`src/rtl/fpu_arbiter_pkg.sv`:
```
// FPU op codes shared with the FPU, plus the sequencer state encoding.
`ifndef FPU_DEFINES_SV
`define FPU_DEFINES_SV
`define FPU_ADD  2'd0
`define FPU_SUB  2'd1
`define FPU_MUL  2'd2
`define FPU_SQRT 2'd3
`endif

package fpu_arbiter_pkg;

    localparam logic [1:0] FPU_OP_ADD  = `FPU_ADD;
    localparam logic [1:0] FPU_OP_SUB  = `FPU_SUB;
    localparam logic [1:0] FPU_OP_MUL  = `FPU_MUL;
    localparam logic [1:0] FPU_OP_SQRT = `FPU_SQRT;

    localparam logic [1:0] ST_IDLE_ENC  = 2'd0;
    localparam logic [1:0] ST_EXEC_ENC  = 2'd1;
    localparam logic [1:0] ST_DRAIN_ENC = 2'd2;

    typedef enum logic [1:0] {
        ST_IDLE  = ST_IDLE_ENC,
        ST_EXEC  = ST_EXEC_ENC,
        ST_DRAIN = ST_DRAIN_ENC
    } state_t;

    // MUL/SQRT ready may still be left over from the previous op on the first cycle.
    function automatic logic first_cycle_ready_ok(input logic [1:0] op);
        return (op == FPU_OP_ADD) || (op == FPU_OP_SUB);
    endfunction

endpackage

```
`src/rtl/rr_arbiter_2.sv`:
```
// Two-way round-robin grant with a registered priority pointer.
// Latency: combinational grant; pointer updates on the accepting edge.
// Backpressure: grant is zero whenever enable is low.
module rr_arbiter_2 (
    input  logic       clk,
    input  logic       rst_n,
    input  logic [1:0] req,
    input  logic       enable,
    input  logic       update,
    output logic [1:0] grant
);

    logic ptr;

    always_comb begin
        grant = 2'b00;
        if (enable) begin
            unique case (req)
                2'b01:   grant = 2'b01;
                2'b10:   grant = 2'b10;
                2'b11:   grant = ptr ? 2'b10 : 2'b01;
                default: grant = 2'b00;
            endcase
        end
    end

    // Pointer moves to the port that did not win.
    always_ff @(posedge clk or negedge rst_n) begin
        if (!rst_n) begin
            ptr <= 1'b0;
        end else if (update) begin
            ptr <= grant[0];
        end
    end

endmodule

```
`src/rtl/fpu_arbiter.sv`:
```
// Sequences two clients' ops onto the shared FPU with round-robin arbitration.
// Latency: accept edge + FPU cycles (first MUL/SQRT ready ignored) + 1 DRAIN cycle carrying done.
// Backpressure: rX_ready only in IDLE for the granted port; done/error pulses are never stalled.
module fpu_arbiter
    import fpu_arbiter_pkg::*;
#(
    parameter int WIDTH   = 32,
    parameter int TIMEOUT = 64
) (
    input  logic             clk,
    input  logic             reset,
    input  logic             r0_valid,
    input  logic             r1_valid,
    output logic             r0_ready,
    output logic             r1_ready,
    input  logic [1:0]       r0_operation,
    input  logic [1:0]       r1_operation,
    input  logic [WIDTH-1:0] r0_operand_1,
    input  logic [WIDTH-1:0] r0_operand_2,
    input  logic [WIDTH-1:0] r1_operand_1,
    input  logic [WIDTH-1:0] r1_operand_2,
    output logic             r0_done,
    output logic             r1_done,
    output logic             r0_error,
    output logic             r1_error,
    output logic [WIDTH-1:0] result,
    output logic [1:0]       fpu_operation,
    output logic [WIDTH-1:0] fpu_operand_1,
    output logic [WIDTH-1:0] fpu_operand_2,
    input  logic [WIDTH-1:0] fpu_result,
    input  logic             fpu_ready
);

    localparam int CW = $clog2(TIMEOUT);
    localparam logic [CW-1:0] CNT_LAST = CW'(TIMEOUT - 1);

    state_t          state;
    state_t          state_nxt;
    logic            owner;
    logic [CW-1:0]   cnt;
    logic            err;
    logic [1:0]      req;
    logic [1:0]      grant;
    logic            arb_en;
    logic            accept;
    logic            honoured;
    logic            finish;

    assign req    = {r1_valid, r0_valid};
    assign arb_en = (state == ST_IDLE) && reset;
    assign accept = |grant;

    rr_arbiter_2 u_rr (
        .clk    (clk),
        .rst_n  (reset),
        .req    (req),
        .enable (arb_en),
        .update (accept),
        .grant  (grant)
    );

    assign honoured = fpu_ready && ((cnt != '0) || first_cycle_ready_ok(fpu_operation));

    always_ff @(posedge clk or negedge reset) begin
        if (!reset) begin
            state <= ST_IDLE;
        end else begin
            state <= state_nxt;
        end
    end

    always_comb begin
        state_nxt = state;
        finish    = 1'b0;
        unique case (state)
            ST_IDLE: begin
                if (accept) state_nxt = ST_EXEC;
            end
            ST_EXEC: begin
                if (honoured || (cnt == CNT_LAST)) begin
                    state_nxt = ST_DRAIN;
                    finish    = 1'b1;
                end
            end
            ST_DRAIN: state_nxt = ST_IDLE;
            default:  state_nxt = ST_IDLE;
        endcase
    end

    // Drive registers fall back to ADD/0 on leaving EXEC so the FPU stage machines rewind.
    always_ff @(posedge clk or negedge reset) begin
        if (!reset) begin
            owner         <= 1'b0;
            cnt           <= '0;
            err           <= 1'b0;
            result        <= '0;
            fpu_operation <= FPU_OP_ADD;
            fpu_operand_1 <= '0;
            fpu_operand_2 <= '0;
        end else if ((state == ST_IDLE) && accept) begin
            owner         <= grant[1];
            cnt           <= '0;
            fpu_operation <= grant[1] ? r1_operation : r0_operation;
            fpu_operand_1 <= grant[1] ? r1_operand_1 : r0_operand_1;
            fpu_operand_2 <= grant[1] ? r1_operand_2 : r0_operand_2;
        end else if (state == ST_EXEC) begin
            cnt <= cnt + CW'(1);
            if (finish) begin
                result        <= honoured ? fpu_result : '0;
                err           <= !honoured;
                fpu_operation <= FPU_OP_ADD;
                fpu_operand_1 <= '0;
                fpu_operand_2 <= '0;
            end
        end
    end

    assign r0_ready = grant[0];
    assign r1_ready = grant[1];
    assign r0_done  = (state == ST_DRAIN) && !owner;
    assign r1_done  = (state == ST_DRAIN) && owner;
    assign r0_error = r0_done && err;
    assign r1_error = r1_done && err;

endmodule

```
`config.mk`:
```
export PLATFORM = sky130hd
export DESIGN_NAME = fpu_arbiter
export DESIGN_NICKNAME = d
export VERILOG_FILES = /design/src/rtl/fpu_arbiter_pkg.sv /design/src/rtl/rr_arbiter_2.sv /design/src/rtl/fpu_arbiter.sv
export SDC_FILE = /design/constraint.sdc
export NUM_CORES = 1
export LEC_CHECK = 0
export BUFFER_PORTS_ARGS = -buffer_cell sky130_fd_sc_hd__buf_2
export CORE_AREA = 2 2 147 92
export DETAILED_ROUTE_END_ITERATION = 12
export DIE_AREA = 0 0 149 94
export GPL_TIMING_DRIVEN = 0
export MAX_ROUTING_LAYER = met4
export PLACE_DENSITY = 0.82
export SLEW_MARGIN = 20
export SYNTH_ARGS = -nofsm -noshare
export SYNTH_HDL_FRONTEND = slang
export SYNTH_SLANG_ARGS = --single-unit
```
`constraint.sdc`:
```
create_clock -name clk -period 1.9 [get_ports clk]
set_input_delay 0.285 -clock clk [delete_from_list [all_inputs] [get_ports clk]]
set_output_delay 0.285 -clock clk [all_outputs]
set_load 0.01 [all_outputs]
```
==> summary.md, run 1 <==
| Metric | Value |
|---|---|
| Pre-Repair DR Iteration Count | `4` |
| Via density per instance | `4.88` |
| Met3 wire length | `1030 um` |
| Fin cells | `915` |
| Pwr Total | `11.4 mW` |
| Area Overhead vs Synth | `53.4%` |
| Detailed Route Iter0 Violations | `167` |
| Hold slack final | `0.0319 ns` |
| Launch point of the worst path | `cnt[1]` |
| Setup violations, final | `39` |
| Crit Reg-Reg Startpoint | `cnt[1]` |
| Core Rows | `32` |
| H-tree levels | `3` |
| Wire length on met2 | `7170 um` |
| P_leak | `4.19 nW` |
| Worst-Margin Slew | `0.936 ns` |
| Clock Latency Late Sink | `0.35 ns` |
| Fillers | `1035` |
| Synth Cell Area | `0.00496 sq mm` |
| Input/output buffers | `272` |
| Crit. End Element | `flop` |
| Synth Flop Type | `dfrtp_1` |
| Dpl cell area | `0.00657 sq mm` |
| Yosys warns | `0` |
| Critical path class | `flop to flop` |
| CTS root buf | `clkbuf_16` |
| Setup crit end | `fpu_operand_2[9]` |
| GP Congestion | `0.790` |
| Fraction of layout instances using a drive strength above 1 | `52.9%` |
| Reg2Reg Depth | `10` |
| Die area | `0.0140 sq mm` |
| Starting density of the core | `39.4%` |
| Fin nets | `912` |
| Critical Path AT | `2.22 ns` |
| Fin util | `60.5%` |
| Critical path fanouts, max | `6` |
| Final Cell Area | `0.00761 sq mm` |
| R2R Path End | `fpu_operand_2[9]` |
| Mapped Cells | `424` |
| Reg clk slew, reported paths | `0.07 ns` |
| Synth Register Bits | `109` |
| Final worst setup slack | `-0.0461 ns` |
| Critical path required time | `2.17 ns` |
| Syn nets | `595` |
| Die W | `149 um` |
| RSZ-0062 raised after global routing | `true` |
| Clock skew | `0.00589 ns` |
| First-pass GRT wire length | `22300 um` |
| Post-synth top area share | `55.0%` |
| I/O Pins | `273` |
| Area contributors post-synth | `dfrtp_1 55%, mux2i_1 13%, o2bb2ai_1 9.9%` |
| Wire length on met1 | `6580 um` |
| CTS tree | `built` |
| Post-DP HPWL | `10400 um` |
| Yosys cell types | `32` |
| Register-to-register setup slack | `-0.05 ns` |
| Number of buffers created by CTS | `9` |
| Post-synthesis average cell area | `11.7 sq um` |
| Highest Signal Layer | `met4` |
| Min cycle time layout | `1.95 ns` |
| Longest Clk Path Bufs | `2` |
| Final Max Tran Viols | `0` |
| Share of flip-flops with an asynchronous set or reset | `100%` |
| Hold Crit Class | `primary input to async pin` |
| Outcome | `finished with violations` |
| Area of the core | `0.0126 sq mm` |
| Vias in the first global route | `4436` |
| CTS sink cnt | `109` |
| Seq/Total Area, Yosys | `55.0%` |
| Startpoint types | `flop` |
| Max cap viols | `0` |
| Total grt overflow | `0` |
| Hold Vio Cnt, Final | `0` |
| Max-slew headroom | `37.4%` |
| Vias | `4467` |
| Tcrit/Tclk final | `102%` |
| Final ANT Viol Nets | `0` |
| Routed WL | `14900 um` |
| Routed len/inst | `16.3 um` |
| Violated checks | `setup timing` |
| Pwr dens | `1500 mW/mm^2` |
| Die height | `94 um` |
| Antenna violations before repair | `0` |
| Gr usage total | `21.2%` |
| Ant. Diodes | `0` |
| Number of enable flip-flop cells after synthesis | `0` |
| Largest net degree at the start of global routing | `41` |
| Cell taking the most area after synthesis | `dfrtp_1` |
| Worst ir drop on vdd | `0.000711 V` |
| Max Fclk | `514 MHz` |
| # DRC | `0` |
| Cells after DPL | `867` |
==> critical path, cell delays in order, from the launching register on <==
cell	delay, ns
dfrtp_1	0.40
inv_2	0.09
ha_4	0.13
nor4b_4	0.22
a211oi_2	0.12
buf_4	0.17
nor3b_4	0.19
buf_6	0.15
buf_12	0.14
clkbuf_16	0.16
o2bb2ai_2	0.10
==> sequential cells by signal (all words and copies together), names as in the netlist <==
name           flops
result            32
err                1
fpu_operand_2     32
state              2
u_rr.ptr           1
fpu_operand_1     32
owner              1
cnt                6
fpu_operation      2
==> final cells by class <==
class | count | area [sq um] | share of cell area (%)
sequential | 109 | 2730 | 35.9
multi-input combinational | 276 | 2240 | 29.4
clock buffer | 11 | 243 | 3.19
inverter | 5 | 23.8 | 0.312
clock inverter | 4 | 32.5 | 0.428
timing repair buffer | 310 | 1890 | 24.8
tap | 170 | 213 | 2.80
buffer | 30 | 238 | 3.12
==> worst min-delay path by stage <==
stage / endpoint / slack [ns] / cells past startpoint
after floorplan: cnt[0] / -0.01 / 0
after global placement: fpu_operand_1[6] / 0.47 / 1
after detailed placement: fpu_operand_2[5] / 0.18 / 1
after CTS: result[25] / 0.02 / 2
after global routing: result[25] / 0.02 / 2
final: fpu_operand_1[0] / 0.03 / 2
==> synth_stat cells (all sizes together) (2+ instances only) <==
| master | number |
|---|---|
| xor2 | 3 |
| nor3b | 3 |
| and3 | 2 |
| inv | 5 |
| buf | 16 |
| and2 | 2 |
| o21ai | 35 |
| nor2b | 2 |
| mux2i | 66 |
| nand4 | 2 |
| nor2 | 4 |
| dfrtp | 109 |
| ha | 2 |
| nand3 | 5 |
| a21o | 2 |
| clkbuf | 18 |
| a21oi | 6 |
| o2bb2ai | 66 |
| nand2b | 2 |
| nand2 | 68 |
==> power breakdown <==
group | total, mW | internal, mW | leakage, nW | switching, mW
clock network | 1.78 | 0.929 | 0.129 | 0.855
logic | 5.46 | 2.79 | 2.68 | 2.67
registers | 4.16 | 3.43 | 1.38 | 0.727
==> kinds of logic after synthesis <==
logic type,synth area share (%)
compound gates,17.9
xor+xnor,0.530
fa+ha+maj,0.505
buf+inv,3.99
flops,55.0
mux,13.3
simple gates,8.73
==> timing repair <==
action,in CTS,in global routing
hold endpoints to repair,30,0
buffers inserted,16,10
resized for setup,27,53
setup endpoints to repair,94,98
cloned,3,5
pin swaps,3,4
hold buffers,4,0
==> stage by stage <==
step / setup TNS [ns] / setup slack [ns]
4_1_cts: -0.418 / -0.0304
3_5_place_dp: -55.36 / -0.818
5_1_grt: -4.36 / -0.117
3_3_place_gp: -219.21 / -1.99
6_report: -0.734 / -0.0461
2_1_floorplan: 0 / 0.103
==> layout by cell type, fill, tap and decap left out, types with 5 or more instances in the layout <==
| master | instances |
|---|---|
| o21ai_0 | 34 |
| buf_8 | 5 |
| o2bb2ai_1 | 31 |
| buf_2 | 274 |
| clkbuf_1 | 8 |
| dfrtp_1 | 107 |
| a21oi_1 | 6 |
| clkbuf_16 | 15 |
| buf_6 | 6 |
| nand2_1 | 68 |
| clkbuf_2 | 8 |
| buf_4 | 23 |
| mux2i_1 | 66 |
| o2bb2ai_2 | 35 |
==> per-layer routing <==
| layer | vias up | track usage (%) |
|---|---|---|
| met5 | - | - |
| li1 | 2161 | - |
| met3 | 11 | 5.24 |
| met2 | 171 | 35.1 |
| met1 | 2124 | 26.6 |
| met4 | 0 | 4.60 |
Power figures use the tool's default switching activity.
==> run 2: changes to the inputs <==
- ABC_AREA: default -> 1
- CORE_AREA: 2 2 147 92 -> 2 2 207 128
- DIE_AREA: 0 0 149 94 -> 0 0 209 130
- PLACE_DENSITY: 0.82 -> 0.54
==> run 2 against run 1 <==
The run now ends clean. Clock skew increased by 0.0026 ns. Clock-buffer cell count unchanged. Clock power increased by 7%. Flip-flop and latch count unchanged. Combinational power shrank 14%. Die area increased by 94%. Global-route usage decreased by 4.2 points. Sequential power fell by 6.0%. Sequential share of layout area down 2.2 points. Via count up 35%. Highest routed layer unchanged.
==> summary.md, run 2 <==
| Metric | Value |
|---|---|
| Vias in the first global route | `5924 (+34%)` |
| Core Rows | `46 (+44%)` |
| I/O Pins | `273 (unchanged)` |
| Hold Crit Class | `primary input to async pin` |
| Mapped Cells | `734 (+73%)` |
| Post-synthesis average cell area | `7.81 sq um (-33%)` |
| Startpoint types | `flop` |
| Syn nets | `905 (+52%)` |
| Share of flip-flops with an asynchronous set or reset | `100% (unchanged)` |
| Hold Vio Cnt, Final | `0 (unchanged)` |
| Fin nets | `1198 (+31%)` |
| Fraction of layout instances using a drive strength above 1 | `34.2% (-19 points)` |
| Most frequent cells in the layout | `289 x buf_2, 216 x nand2_1, 107 x dfrtp_1` |
| Cell taking the most area after synthesis | `dfrtp_1` |
| Highest Signal Layer | `met4` |
| Routed WL | `22500 um (+51%)` |
| Die height | `130 um (+38%)` |
| Wire length on met1 | `11300 um (+71%)` |
| Critical path fanouts, max | `3 (-3)` |
| First-pass GRT wire length | `33900 um (+52%)` |
| Critical Path AT | `1.54 ns (-0.68 ns)` |
| Post-DP HPWL | `16800 um (+62%)` |
| Synth Register Bits | `109 (unchanged)` |
| Yosys cell types | `22 (-31%)` |
| Critical path class | `flop to output pin` |
| Worst ir drop on vdd | `0.000440 V (-38%)` |
| CTS root buf | `clkbuf_16` |
| Max-slew headroom | `36.3% (-1.1 points)` |
| Max Fclk | `549 MHz (+6.8%)` |
| Seq/Total Area, Yosys | `47.6% (-7.4 points)` |
| Clock skew | `0.00852 ns (+0.00263 ns)` |
| H-tree levels | `3 (unchanged)` |
| Pwr dens | `1290 mW/mm^2 (-14%)` |
| Area Overhead vs Synth | `41.5%` |
| Min cycle time layout | `1.82 ns (-0.124 ns)` |
| Max cap viols | `0 (unchanged)` |
| Area contributors post-synth | `dfrtp_1 48%, nand2_1 14%, nand3_1 9.1%` |
| Reg clk slew, reported paths | `0.07 ns (about the same)` |
| Critical path required time | `1.62 ns (-0.55 ns)` |
| Synth Cell Area | `0.00573 sq mm (+16%)` |
| RSZ-0062 raised after global routing | `true` |
| Starting density of the core | `22.4% (-17 points)` |
| Total grt overflow | `0 (unchanged)` |
| P_leak | `4.65 nW (+11%)` |
| Outcome | `finished, final reports clean` |
| Crit. End Element | `output pin` |
| Largest net degree at the start of global routing | `43 (+4.9%)` |
| Vias | `6048 (+35%)` |
| Yosys warns | `0 (unchanged)` |
| Largest regs | `fpu_operand_1 x32, fpu_operand_2 x32, result x32` |
| Tcrit/Tclk final | `95.9% (-6.5 points)` |
| Gr usage total | `17.0% (-4.2 points)` |
| Post-synth top area share | `47.6% (-7.4 points)` |
| Final Max Tran Viols | `0 (unchanged)` |
| Setup violations, final | `0 (-100%)` |
| Input/output buffers | `272 (unchanged)` |
| Number of buffers created by CTS | `9 (unchanged)` |
| Top-count cell post-synth | `nand2_1` |
| Total negative slack | `0 ns (+0.734 ns)` |
| Fillers | `2802 (+170%)` |
| # DRC | `0 (unchanged)` |
| Area of the core | `0.0256 sq mm (+100%)` |
| Clock Latency Late Sink | `0.36 ns (about the same)` |
| Synth Flop Type | `dfrtp_1` |
| Pwr Total | `10.5 mW (-8.0%)` |
| Die area | `0.0272 sq mm (+94%)` |
| Routed len/inst | `16.4 um (+0.79%)` |
| Met3 wire length | `1380 um (+34%)` |
| Antenna violations before repair | `4 (+4)` |
| Worst-Margin Slew | `0.952 ns (+0.0161 ns)` |
| Longest Clk Path Bufs | `2 (unchanged)` |
| Commonest non-fill, non-tap cell in the layout | `buf_2` |
| Via density per instance | `4.41 (-9.7%)` |
| CTS tree | `built` |
| Detailed Route Iter0 Violations | `299 (+79%)` |
| Wire length on met2 | `9670 um (+35%)` |
| Final ANT Viol Nets | `0 (unchanged)` |
| Number of enable flip-flop cells after synthesis | `0 (unchanged)` |
| Die W | `209 um (+40%)` |
| Synth top cells by count | `217 x nand2_1, 109 x dfrtp_1, 104 x nand3_1, 81 x inv_1` |
| GP Congestion | `0.830 (+5.2%)` |
| Pre-Repair DR Iteration Count | `4 (unchanged)` |
| CTS sink cnt | `109 (unchanged)` |
[run 2: changes by cell type in the layout (fill, tap and decap cells not counted), moves of 15 or more]
cell and delta:
nand3b_1 +66, nand3_1 +101, inv_1 +77, o2bb2ai_1 -31, buf_2 +15, nand2_1 +148, o21ai_0 -27, mux2i_1 -66
o2bb2ai_2 -35, nand4_1 +64
[run 2: critical path, cell delays in order, from the launching register on]
cell and delay, ns:
dfrtp_2 0.45, nor3b_4 0.30, nand2_2 0.14, buf_8 0.15, inv_4 0.04, buf_6 0.09
[run 2: layout make-up]
cell class	instances	area (sq um)	share of cell area, %
clock buffer	11	253	3.12
clock inverter	5	33.8	0.416
buffer	58	310	3.82
timing repair buffer	284	1590	19.6
antenna	4	10.0	0.123
multi-input combinational	481	2440	30.1
tap	336	420	5.18
sequential	109	2730	33.7
inverter	84	320	3.95
[run 2: cell families after synthesis]
logic type / after synthesis / share of synthesized area, %
AO/OA/AOI/OAI: 10 / 1.16
AND/OR/NAND/NOR: 468 / 40.6
XOR/XNOR: 1 / 0.153
buffers and inverters: 144 / 10.1
adder cells (fa/ha/maj): 2 / 0.436
flip-flops: 109 / 47.6
[run 2: where the power goes]
| part | internal [mW] | switching, mW |
|---|---|---|
| Sequential | 3.32 | 0.590 |
| Clock | 0.964 | 0.936 |
| Combinational | 1.81 | 2.88 |
| Total | 6.09 | 4.40 |
[run 2: layer usage]
layer	track usage, %	up-vias
li1	-	3002
met2	25.1	179
met1	23.1	2857
met4	3.95	0
met3	4.52	10
met5	-	-
[run 2: path summary, 6_finish.rpt]
check / cells after the start / end / start / slack (ns)
setup / recovery: 5 / r1_ready / state[1] / 0.08
hold / removal: 3 / fpu_operand_1[23] / reset / 0.005
setup reg to reg: 7 / fpu_operand_1[3] / state[1] / 0.11
hold reg to reg: 2 / result[26] / result[26] / 0.50
max in group asynchronous: 3 / state[0] / reset / 0.49
min in group clk: 3 / result[15] / fpu_result[15] / 0.11
[run 2: timing repair]
item	in CTS	in global routing
buffers inserted	6	0
hold buffers	3	0
cloned	2	0
hold endpoints to repair	42	0
pin swaps	2	2
resized for setup	23	25
endpoints found under the setup margin	82	86
[run 2: per-stage QoR]
step	setup WS, ns	instance area, sq um	utilization [%]	hold WS (ns)	cells
2_1_floorplan	0.477	5730	-	-0.0106	734
3_5_place_dp	-0.765	7550	29.5	0.243	1343
3_3_place_gp	-2.64	7510	29.3	0.478	1342
4_1_cts	0.00409	8060	31.5	0.00515	1368
6_report	0.0777	8110	31.7	0.00528	1372
5_1_grt	-0.00477	8110	31.7	0.0173	1372
